===== src/rtl/muldiv_unit.sv =====
// Iterative HI/LO multiply/divide unit (shift-add multiply, restoring divide) for the MIPS EX stage.
// Optional macro MULDIV_FASTMUL_EN: MULT/MULTU use a native single-cycle multiplier.
module muldiv_unit #(
  parameter int WIDTH = 32
) (
  input  logic             clk1,
  input  logic             reset,
  input  logic             start,
  input  logic [1:0]       op,
  input  logic [WIDTH-1:0] a,
  input  logic [WIDTH-1:0] b,
  input  logic             flush,
  input  logic             hi_we,
  input  logic             lo_we,
  input  logic [WIDTH-1:0] wdata,
  output logic             busy,
  output logic             done,
  output logic [WIDTH-1:0] hi,
  output logic [WIDTH-1:0] lo
);

  localparam int CW = $clog2(WIDTH);
  localparam logic [CW-1:0] CNT_LAST = CW'(WIDTH - 1);

  typedef enum logic [1:0] {
    IDLE = 2'b00,
    CALC = 2'b01,
    FIN  = 2'b10
  } state_e;

  function automatic logic [WIDTH-1:0] abs_val(input logic [WIDTH-1:0] v, input logic is_signed);
    abs_val = (is_signed && v[WIDTH-1]) ? -v : v;
  endfunction

  state_e               state_q, state_d;
  logic [CW-1:0]        cnt_q, cnt_d;
  logic [2*WIDTH-1:0]   acc_q, acc_d;
  logic [WIDTH-1:0]     opb_q, opb_d;
  logic [WIDTH-1:0]     araw_q, araw_d;
  logic                 sign_q, sign_d;
  logic                 rsign_q, rsign_d;
  logic                 is_div_q, is_div_d;
  logic                 dz_q, dz_d;
  logic [WIDTH-1:0]     hi_q, hi_d;
  logic [WIDTH-1:0]     lo_q, lo_d;
  logic                 done_q, done_d;

  logic                 sgn_op_s;
  logic [WIDTH-1:0]     a_abs_s;
  logic [WIDTH-1:0]     b_abs_s;
  logic [WIDTH:0]       mul_sum_s;
  logic [WIDTH:0]       div_shift_s;
  logic [WIDTH:0]       div_trial_s;
  logic [2*WIDTH-1:0]   prod_s;
  logic [WIDTH-1:0]     quo_s;
  logic [WIDTH-1:0]     rem_s;
`ifdef MULDIV_FASTMUL_EN
  logic [2*WIDTH-1:0]   fast_prod_s;
`endif

  // Per-iteration datapath and final sign correction
  always_comb begin
    sgn_op_s    = ~op[0];
    a_abs_s     = abs_val(a, sgn_op_s);
    b_abs_s     = abs_val(b, sgn_op_s);
    // acc = {partial product, remaining multiplier bits}: add then shift right
    mul_sum_s   = {1'b0, acc_q[2*WIDTH-1:WIDTH]} + (acc_q[0] ? {1'b0, opb_q} : {(WIDTH+1){1'b0}});
    // acc = {remainder, remaining dividend bits / quotient bits}
    div_shift_s = {acc_q[2*WIDTH-1:WIDTH], acc_q[WIDTH-1]};
    div_trial_s = div_shift_s - {1'b0, opb_q};
    prod_s      = sign_q ? -acc_q : acc_q;
    quo_s       = sign_q ? -acc_q[WIDTH-1:0] : acc_q[WIDTH-1:0];
    rem_s       = rsign_q ? -acc_q[2*WIDTH-1:WIDTH] : acc_q[2*WIDTH-1:WIDTH];
`ifdef MULDIV_FASTMUL_EN
    fast_prod_s = {{WIDTH{a[WIDTH-1] & sgn_op_s}}, a} * {{WIDTH{b[WIDTH-1] & sgn_op_s}}, b};
`endif
  end

  // Next-state, operand capture, iteration and HI/LO update
  always_comb begin
    state_d  = state_q;
    cnt_d    = cnt_q;
    acc_d    = acc_q;
    opb_d    = opb_q;
    araw_d   = araw_q;
    sign_d   = sign_q;
    rsign_d  = rsign_q;
    is_div_d = is_div_q;
    dz_d     = dz_q;
    hi_d     = hi_q;
    lo_d     = lo_q;
    done_d   = 1'b0;

    case (state_q)
      IDLE: begin
        if (hi_we) begin
          hi_d = wdata;
        end else begin
          hi_d = hi_q;
        end
        if (lo_we) begin
          lo_d = wdata;
        end else begin
          lo_d = lo_q;
        end
        if (start && !flush) begin
          state_d  = CALC;
          cnt_d    = {CW{1'b0}};
          is_div_d = op[1];
          sign_d   = sgn_op_s & (a[WIDTH-1] ^ b[WIDTH-1]);
          rsign_d  = sgn_op_s & a[WIDTH-1];
          dz_d     = op[1] & (b == {WIDTH{1'b0}});
          araw_d   = a;
          opb_d    = op[1] ? b_abs_s : a_abs_s;
          acc_d    = {{WIDTH{1'b0}}, (op[1] ? a_abs_s : b_abs_s)};
`ifdef MULDIV_FASTMUL_EN
          if (!op[1]) begin
            state_d = FIN;
            sign_d  = 1'b0;
            acc_d   = fast_prod_s;
          end else begin
            state_d = CALC;
          end
`endif
        end else begin
          state_d = IDLE;
        end
      end

      CALC: begin
        if (flush) begin
          state_d = IDLE;
          cnt_d   = {CW{1'b0}};
        end else begin
          if (is_div_q) begin
            acc_d = {(div_trial_s[WIDTH] ? div_shift_s[WIDTH-1:0] : div_trial_s[WIDTH-1:0]),
                     acc_q[WIDTH-2:0], ~div_trial_s[WIDTH]};
          end else begin
            acc_d = {mul_sum_s, acc_q[WIDTH-1:1]};
          end
          if (cnt_q == CNT_LAST) begin
            state_d = FIN;
            cnt_d   = {CW{1'b0}};
          end else begin
            cnt_d   = cnt_q + {{(CW-1){1'b0}}, 1'b1};
          end
        end
      end

      FIN: begin
        state_d = IDLE;
        if (flush) begin
          done_d = 1'b0;
        end else begin
          done_d = 1'b1;
          if (!is_div_q) begin
            hi_d = prod_s[2*WIDTH-1:WIDTH];
            lo_d = prod_s[WIDTH-1:0];
          end else if (dz_q) begin
            hi_d = araw_q;
            lo_d = {WIDTH{1'b1}};
          end else begin
            hi_d = rem_s;
            lo_d = quo_s;
          end
        end
      end

      default: begin
        state_d = IDLE;
        cnt_d   = {CW{1'b0}};
      end
    endcase
  end

  // State and datapath registers
  always_ff @(posedge clk1 or posedge reset) begin
    if (reset) begin
      state_q  <= IDLE;
      cnt_q    <= {CW{1'b0}};
      acc_q    <= {(2*WIDTH){1'b0}};
      opb_q    <= {WIDTH{1'b0}};
      araw_q   <= {WIDTH{1'b0}};
      sign_q   <= 1'b0;
      rsign_q  <= 1'b0;
      is_div_q <= 1'b0;
      dz_q     <= 1'b0;
      hi_q     <= {WIDTH{1'b0}};
      lo_q     <= {WIDTH{1'b0}};
      done_q   <= 1'b0;
    end else begin
      state_q  <= state_d;
      cnt_q    <= cnt_d;
      acc_q    <= acc_d;
      opb_q    <= opb_d;
      araw_q   <= araw_d;
      sign_q   <= sign_d;
      rsign_q  <= rsign_d;
      is_div_q <= is_div_d;
      dz_q     <= dz_d;
      hi_q     <= hi_d;
      lo_q     <= lo_d;
      done_q   <= done_d;
    end
  end

  assign busy = (state_q != IDLE);
  assign done = done_q;
  assign hi   = hi_q;
  assign lo   = lo_q;

endmodule

===== config.mk =====
export PLATFORM = sky130hd
export DESIGN_NAME = muldiv_unit
export DESIGN_NICKNAME = d
export VERILOG_FILES = /design/src/rtl/muldiv_unit.sv
export SDC_FILE = /design/constraint.sdc
export NUM_CORES = 1
export LEC_CHECK = 0
export BUFFER_PORTS_ARGS = -buffer_cell sky130_fd_sc_hd__buf_2
export CORE_UTILIZATION = 30
export CTS_BUF_LIST = sky130_fd_sc_hd__clkbuf_4 sky130_fd_sc_hd__clkbuf_8
export CTS_CLUSTER_SIZE = 16
export DETAILED_ROUTE_END_ITERATION = 12
export PLACE_DENSITY = 0.46
export REMOVE_ABC_BUFFERS = 1
export SLEW_MARGIN = 20
export SYNTH_ARGS = -nofsm -noshare
export SYNTH_HDL_FRONTEND = slang
export SYNTH_SLANG_ARGS = --single-unit

===== constraint.sdc =====
create_clock -name clk1 -period 6 [get_ports clk1]
set_input_delay 0.6 -clock clk1 [delete_from_list [all_inputs] [get_ports clk1]]
set_output_delay 0.6 -clock clk1 [all_outputs]
set_load 0.02 [all_outputs]

==> flow_metrics.py, run 1 <==
metrics = {
    "power": {
        "swShare": 0.4798,
        "pwr-share-clk": 0.196,
        "internal_power_mw": 4.380,
        "leakagePower_nw": 8.348,
        "p_switching_mw": 4.039,
        "ir_worst_vdd_v": 0.0001616,
        "power_density_nw_per_um2": 434.9,
        "combinationalPowerShare": 0.529,
        "total_power_mw": 8.419,
        "p_seq_frac": 0.275,
    },
    "timing": {
        "relSlewSlack": 0.2003,
        "hold-worst-slack_ns": 0.1457,
        "hold_viol_final": 0,
        "worst_pin_slew_ns": 1.189,
        "worst_slack_ns": 1.712,
        "min_period_over_period": 0.7148,
        "period_minus_slack_ns": 4.289,
        "finalSetupViolations": 0,
        "rsz0062_at_grt": "no",
        "drv_slew": 0,
        "fmax_ghz": 0.2332,
        "finClkSkew_ns": 0.03127,
        "setup_tns_ns": 0,
    },
    "setup_path": {
        "critPathCaptureType": "flop",
        "slowest_delay_ns": 0.74,
        "cp.required_ns": 6.45,
        "cpMaxStageDelayCell": "o41ai_1",
        "crit_path_frequent_cell": "o21ai_0",
        "crit_path_start_kind": "flop",
        "criticalPathCategory": "flop to flop",
        "critPathArrivalTime_ns": 4.74,
        "worstPathCellList": "inv_1 > ha_1 > nor3b_1 > nand3_1 > or2_2 > or3_1 > o41ai_1 > xor2_1 > o21ai_0 > a221oi_1 > o21ai_0",
        "critPathMaxFanout": 9,
    },
    "placed_design": {
        "portBuffers": 169,
        "dp_hpwl_mm": 52.02,
        "preCtsSetupSlack_ns": 1.872,
        "place_congestion": 0.8951,
        "place_area_sq_um": 18440,
    },
    "drt": {
        "drt_iter0_drc": 1414,
        "viasPerCell": 5.533,
        "drc_errors": 0,
        "antenna_left": 0,
        "first_pass_iters": 5,
        "routed_wl_mm": 68.93,
        "vias": 17100,
        "wl_per_cell_um": 22.30,
    },
    "floorplan": {
        "dieArea_sq_um": 57600,
        "core_area_sq_um": 55520,
        "die_h_um": 240.0,
        "fp-row-count": 86,
        "die_w_um": 240.0,
        "ios": 170,
        "start_util": 0.3061,
    },
    "global_route": {
        "grt_pass1_wl_mm": 102.2,
        "grt_max_degree": 125,
        "grt_pass1_vias": 16110,
        "grt.total_usage": 0.2363,
        "grt_overflow": 0,
        "antenna_found_initial": 1,
    },
    "cells_and_area": {
        "final_nets": 2486,
        "final_cell_mix": "nand2_1, o21ai_0, dfrtp_1",
        "layout_commonest_cell": "nand2_1",
        "nFillCells": 6075,
        "syn_to_final_growth_pct": 13.91,
        "drive_above_1_share": 0.1316,
        "stdcell_area_sq_um": 19360,
    },
    "logic_synthesis": {
        "avgSynthCellArea_sq_um": 7.634,
        "syn_inst": 2226,
        "synth-main-ff-cell": "dfrtp_1",
        "synth_edf_count": 0,
        "ys_ff_latch": 204,
        "synth-async-reset-ratio": 1.000,
        "synth.distinct_cells": 73,
        "seq_area_frac_synth": 0.3004,
        "syn_area_sq_um": 16990,
        "yosysWarnings": 0,
    },
    "clocking": {
        "cts_tree": "yes",
        "holdBufCountCts": 0,
        "clock_latency_ns": 0.62,
        "cts_setup_buffers": 0,
        "cts.sinks": 204,
        "cts.clk_slew.worst_paths_ns": 0.06,
        "clk_path_buf_depth": 3,
        "numCtsBuffers": 41,
        "htree_levels": 2,
        "cts_root_buf": "clkbuf_8",
        "cts_resized": 0,
    },
    "hold_path": {
        "hp-class": "input port to asynchronous set/reset pin",
    },
    "job": {
        "maxCapViolCount": 0,
    },
    "run_status": {
        "status": "finished, final reports clean",
    },
}
-- power by group through the flow --
stage	registers (mW)	clock network, mW	logic, mW
2_1_floorplan	2.20	0	3.13
3_3_place_gp	2.33	0	4.42
3_5_place_dp	2.33	0	4.41
4_1_cts	2.31	1.68	4.44
5_1_grt	2.37	1.74	4.92
6_report	2.32	1.65	4.45
-- logic make-up (layout without fill, tap and decap cells) --
kind of cell               after synthesis  in the layout  synth area share
DFF                                    204            204            0.3004
buffers and inverters                  216            331           0.04874
other                                    0              2                 0
adders and majority gates               72             72           0.05389
AOI/OAI and AO/OA                      709            709            0.2543
muxes                                   72             72           0.04300
xor gates and xnor gates               173            173           0.08916
and+or+nand+nor                        780            780            0.2105
-- worst max-delay path, delay by kind of cell, from the launching register on --
family                     cells  cell delay, ns
xor gates and xnor gates       1            0.21
DFF                            1            0.49
adders and majority gates      1            0.32
and+or+nand+nor                4            1.67
AOI/OAI and AO/OA              4            1.24
buffers and inverters          1            0.19
-- cell usage after synthesis, types with 5 or more instances --
master,count,area share
nand3_1,34,0.010
o21a_1,10,0.0044
o21ai_0,255,0.075
o41ai_1,16,0.0082
and3_1,23,0.0085
o21bai_1,10,0.0044
a21o_1,27,0.012
nand4_1,12,0.0044
a221oi_1,15,0.0077
buf_1,13,0.0029
a21oi_1,172,0.051
o22a_1,7,0.0036
mux2_2,8,0.0053
nor2_1,200,0.044
or4_1,20,0.0088
and4_1,5,0.0026
a22oi_1,17,0.0075
mux2i_1,64,0.038
nand2_1,325,0.072
xnor2_1,94,0.048
o211ai_1,14,0.0062
o31ai_1,32,0.014
a31oi_1,17,0.0063
xor2_1,79,0.041
and2_1,10,0.0037
clkbuf_1,136,0.030
o22ai_1,40,0.015
nor3_1,47,0.014
o221ai_1,15,0.0077
dfrtp_1,204,0.30
ha_1,70,0.052
nor4_1,10,0.0037
or3_1,28,0.010
inv_1,60,0.013
nand2b_1,25,0.0092
nor2b_1,17,0.0063
a211oi_1,20,0.0088
-- final timing paths --
| path | start | endpoint | slack [ns] | depth (start not counted) |
|---|---|---|---|---|
| max | acc_q[32] | hi[30] | 1.71 | 11 |
| min | reset | lo[24] | 0.15 | 2 |
| max reg2reg | acc_q[32] | hi[30] | 1.71 | 11 |
| min reg2reg | lo[30] | lo[30] | 0.47 | 2 |
| max in group asynchronous | reset | acc_q[2] | 4.47 | 3 |
| min in group clk1 | wdata[9] | hi[9] | 0.23 | 3 |
-- registers in the layout (all words and copies together), names as in the netlist --
signal	flops
rsign_q	1
araw_q	32
sign_q	1
lo	32
done	1
hi	32
cnt_q	5
dz_q	1
state_q	2
opb_q	32
acc_q	64
is_div_q	1
-- metrics by stage --
stage,util,cells
after floorplan,-,2070
after detailed placement,0.3321,3015
after CTS,0.3485,3089
after global routing,0.3486,3090
final,0.3486,3091
after global placement,0.3321,3015
-- cell type report --
| cell class | count | area (sq um) | area share |
|---|---|---|---|
| Sequential cell | 204 | 5111 | 0.2640 |
| Timing Repair Buffer | 197 | 1059 | 0.05468 |
| Clock buffer | 67 | 847.1 | 0.04376 |
| Tap cell | 748 | 935.9 | 0.04835 |
| Antenna cell | 2 | 5.005 | 0.0002585 |
| Inverter | 60 | 232.7 | 0.01202 |
| Clock inverter | 7 | 65.06 | 0.003361 |
| Multi-Input combinational cell | 1806 | 11100 | 0.5735 |
-- layer usage --
layer | vias to the layer above | wire [um] | GRT usage
met5 | - | 0 | 0
met2 | 526 | 30940 | 0.3694
li1 | 8157 | - | -
met3 | 95 | 3930 | 0.03502
met1 | 8323 | 31900 | 0.3295
met4 | 0 | 2159 | 0.08222
No activity file was read; power rests on OpenSTA's default activity.
==> run 2: changes to the inputs <==
--- a/config.mk
+++ b/config.mk
@@ -5,12 +5,13 @@
 export SDC_FILE = /design/constraint.sdc
 export NUM_CORES = 1
 export LEC_CHECK = 0
+export ABC_AREA = 1
 export BUFFER_PORTS_ARGS = -buffer_cell sky130_fd_sc_hd__buf_2
 export CORE_UTILIZATION = 30
 export CTS_BUF_LIST = sky130_fd_sc_hd__clkbuf_4 sky130_fd_sc_hd__clkbuf_8
 export CTS_CLUSTER_SIZE = 16
 export DETAILED_ROUTE_END_ITERATION = 12
-export PLACE_DENSITY = 0.46
+export PLACE_DENSITY = 0.45
 export REMOVE_ABC_BUFFERS = 1
 export SLEW_MARGIN = 20
 export SYNTH_ARGS = -nofsm -noshare
==> constraint.sdc (replaced) <==
create_clock -name clk1 -period 3.5 [get_ports clk1]
set_input_delay 0.35 -clock clk1 [delete_from_list [all_inputs] [get_ports clk1]]
set_output_delay 0.35 -clock clk1 [all_outputs]
set_load 0.02 [all_outputs]
==> flow_metrics.py, run 2 <==
metrics = {
    "logic_synthesis": {
        "synth-async-reset-ratio": 1.000,
        "synth-adder-area-share": 0.04505,
        "synth_compound_area_frac": 0.1531,
        "synth_top_cell_by_area": "dfrtp_1",
        "seq_area_frac_synth": 0.2511,
        "muxShareOfSynthArea": 0,
        "synth_top_family_by_area": "simple AND/OR/NAND/NOR gates",
        "syn_area_sq_um": 20330,
        "synth.distinct_cells": 47,
        "avgSynthCellArea_sq_um": 5.759,
        "yosysMostFrequentCell": "nand2_1",
        "synth_xor_area_frac": 0.02585,
        "synth_simple_gate_area_frac": 0.4087,
        "synth.top_cell.area_share": 0.2511,
        "synth_area_leaders": "dfrtp_1, nand2_1, inv_1, nand3_1, nor2_1",
        "synth-main-ff-cell": "dfrtp_1",
        "synth_edf_count": 0,
        "ys_ff_latch": 204,
        "yosysWarnings": 0,
        "syn_inst": 3530,
        "yosys-top-cells-count": "nand2_1, inv_1, nor2_1, nand3_1, a21oi_1",
    },
    "setup_path": {
        "slowest_delay_ns": 0.52,
        "r2r_setup_slack_ns": 0.56,
        "criticalPathCategory": "flop to flop",
        "critPathCaptureType": "flop",
        "critPathMaxFanout": 27,
        "r2r-start": "acc_q[31]",
        "worstPathCellList": "inv_1 > ha_1 > fa_1 > inv_1 > nand2_1 > nand2_1 > nand3_1 > nand2_2 > nand2_2 > nand2_4 > nand2_4 > nand2_2 > nand2_1 > nand2_2 > nand2_1 > nand3_1 > nand2_1 > nand2_1",
        "reg2regPathDepth": 18,
        "reg2reg_to": "acc_q[54]",
        "critical_path_buf_inv_count": 2,
        "cp.required_ns": 4.04,
        "cpMaxStageDelayCell": "nand2_2",
        "crit_path_frequent_cell": "nand2_1",
        "critPathArrivalTime_ns": 3.48,
        "path_delay_family": "simple AND/OR/NAND/NOR gates",
        "crit_path_start_kind": "flop",
    },
    "power": {
        "p_seq_frac": 0.208,
        "swShare": 0.5620,
        "combinationalPowerShare": 0.642,
        "p_switching_mw": 11.24,
        "power_density_nw_per_um2": 855.9,
        "internal_power_mw": 8.758,
        "leakagePower_nw": 12.13,
        "ir_worst_vdd_v": 0.0003760,
        "total_power_mw": 19.99,
        "pwr-share-clk": 0.150,
    },
    "drt": {
        "wl_per_cell_um": 21.48,
        "antenna_left": 0,
        "viasPerCell": 5.145,
        "first_pass_iters": 6,
        "drc_errors": 0,
        "vias": 23610,
        "routed_wl_mm": 98.57,
        "drt_iter0_drc": 2284,
    },
    "timing": {
        "relSlewSlack": 0.3378,
        "worst_pin_slew_ns": 0.9922,
        "setup_tns_ns": 0,
        "drv_slew": 0,
        "min_period_over_period": 0.8413,
        "hold_viol_final": 0,
        "finClkSkew_ns": 0.04672,
        "period_minus_slack_ns": 2.944,
        "rsz0062_at_grt": "no",
        "fmax_ghz": 0.3396,
        "worst_slack_ns": 0.5556,
        "finalSetupViolations": 0,
    },
    "clocking": {
        "numCtsBuffers": 44,
        "cts_root_buf": "clkbuf_8",
        "cts_tree": "yes",
        "cts.clk_slew.worst_paths_ns": 0.06,
        "clk_path_buf_depth": 3,
        "cts_setup_buffers": 0,
        "htree_levels": 2,
        "cts.sinks": 204,
        "clock_latency_ns": 0.64,
    },
    "cells_and_area": {
        "final_cell_mix": "nand2_1, inv_1, nor2_1",
        "drive_above_1_share": 0.1004,
        "top_register": "acc_q",
        "syn_to_final_growth_pct": 14.91,
        "stdcell_area_sq_um": 23360,
        "largest_reg_flops": 64,
        "final_nets": 3858,
        "layout_commonest_cell": "nand2_1",
    },
    "hold_path": {
        "hp-class": "input port to flop",
        "holdPathStages": 3,
        "min_from": "wdata[13]",
        "hold_path_end": "lo[13]",
    },
    "placed_design": {
        "dp_hpwl_mm": 79.04,
        "place_congestion": 0.9746,
        "preCtsSetupSlack_ns": 0.6089,
        "place_area_sq_um": 22250,
        "portBuffers": 169,
    },
    "global_route": {
        "grt_overflow": 0,
        "grt_pass1_vias": 21830,
        "grt_max_degree": 102,
        "met1_usage": 0.4229,
        "grt_pass1_wl_mm": 144.8,
        "use_met3": 0.03495,
        "use_met2": 0.4101,
        "grt.total_usage": 0.2804,
        "antenna_found_initial": 1,
        "busiest_layer": "met1",
    },
    "floorplan": {
        "fp-row-count": 95,
        "die_w_um": 262.3,
        "ios": 170,
        "core_area_sq_um": 67160,
        "die_h_um": 262.3,
        "dieArea_sq_um": 68810,
        "start_util": 0.3027,
    },
    "run_status": {
        "status": "finished, final reports clean",
    },
    "job": {
        "maxCapViolCount": 0,
    },
}
run 2: changes by cell type after synthesis, sizes merged, moves of 27 or more:
cell,delta
nand2,+790
inv,+413
nand3,+311
nor2,+247
xnor2,-86
a21oi,+82
mux2i,-64
clkbuf,-41
o22ai,-37
o21ai,-35
o31ai,-27
or3,-27
xor2,-27
run 2: how the worst max path moves through the flow:
stage,start,end,slack [ns],depth (start not counted)
3_5_place_dp,acc_q[31],acc_q[54],0.61,18
6_report,acc_q[31],acc_q[54],0.56,18
3_3_place_gp,acc_q[31],acc_q[43],0.67,17
2_1_floorplan,reset,acc_q[0],-2.42,1
4_1_cts,acc_q[31],acc_q[54],0.61,18
5_1_grt,acc_q[31],acc_q[53],0.30,18
run 2: logic make-up after synthesis:
logic type	Yosys count
buffers and inverters	614
flip-flops	204
AND/OR/NAND/NOR	2007
AO/OA/AOI/OAI	573
adder cells (fa/ha/maj)	72
XOR/XNOR	60
run 2: per-layer routing:
metal  up-vias  part of all wire  routed length, um
met2       911              0.41              40600
li1      11640                 -                  -
met1     10940              0.49              48110
met3       118             0.069               6830
met5         -                 0                  0
met4         0             0.031               3023
run 2: stage by stage:
stage,instances,utilization,hold WS [ns]
floorplan,3393,-,0.4383
global placement,4498,0.3313,0.4641
detailed placement,4498,0.3313,0.4747
CTS,4587,0.3478,0.004218
global route,4588,0.3478,0.02410
finish,4588,0.3478,0.04838
run 2: cell type report:
cell class	count	area, sq um
Tap cell	873	1092
Clock inverter	10	115.1
Fill cell	7691	43800
Clock buffer	68	879.6
Sequential cell	204	5107
Antenna cell	1	2.502
Multi-Input combinational cell	2712	12880
Timing Repair Buffer	243	1479
Inverter	477	1799
run 2: power groups by stage:
| stage | Combinational [mW] | Sequential [mW] | Clock [mW] |
|---|---|---|---|
| 2_1_floorplan | 7.73 | 4.21 | 0 |
| 3_3_place_gp | 12.7 | 4.15 | 0 |
| 3_5_place_dp | 12.6 | 4.14 | 0 |
| 4_1_cts | 12.7 | 4.11 | 3.08 |
| 5_1_grt | 14.2 | 4.22 | 3.19 |
| 6_report | 12.8 | 4.16 | 3.00 |
run 2: tightest hold or removal path: cells and delay by family:
kind / cells / cell delay [ns]
AOI/OAI and AO/OA: 2 / 0.19
buffers and inverters: 1 / 0.09
run 2: what timing repair did:
item	in CTS	in global routing
gates resized for setup	0	0
endpoints found under the hold margin	114	0
endpoints found under the setup margin	0	0
hold buffers	11	0
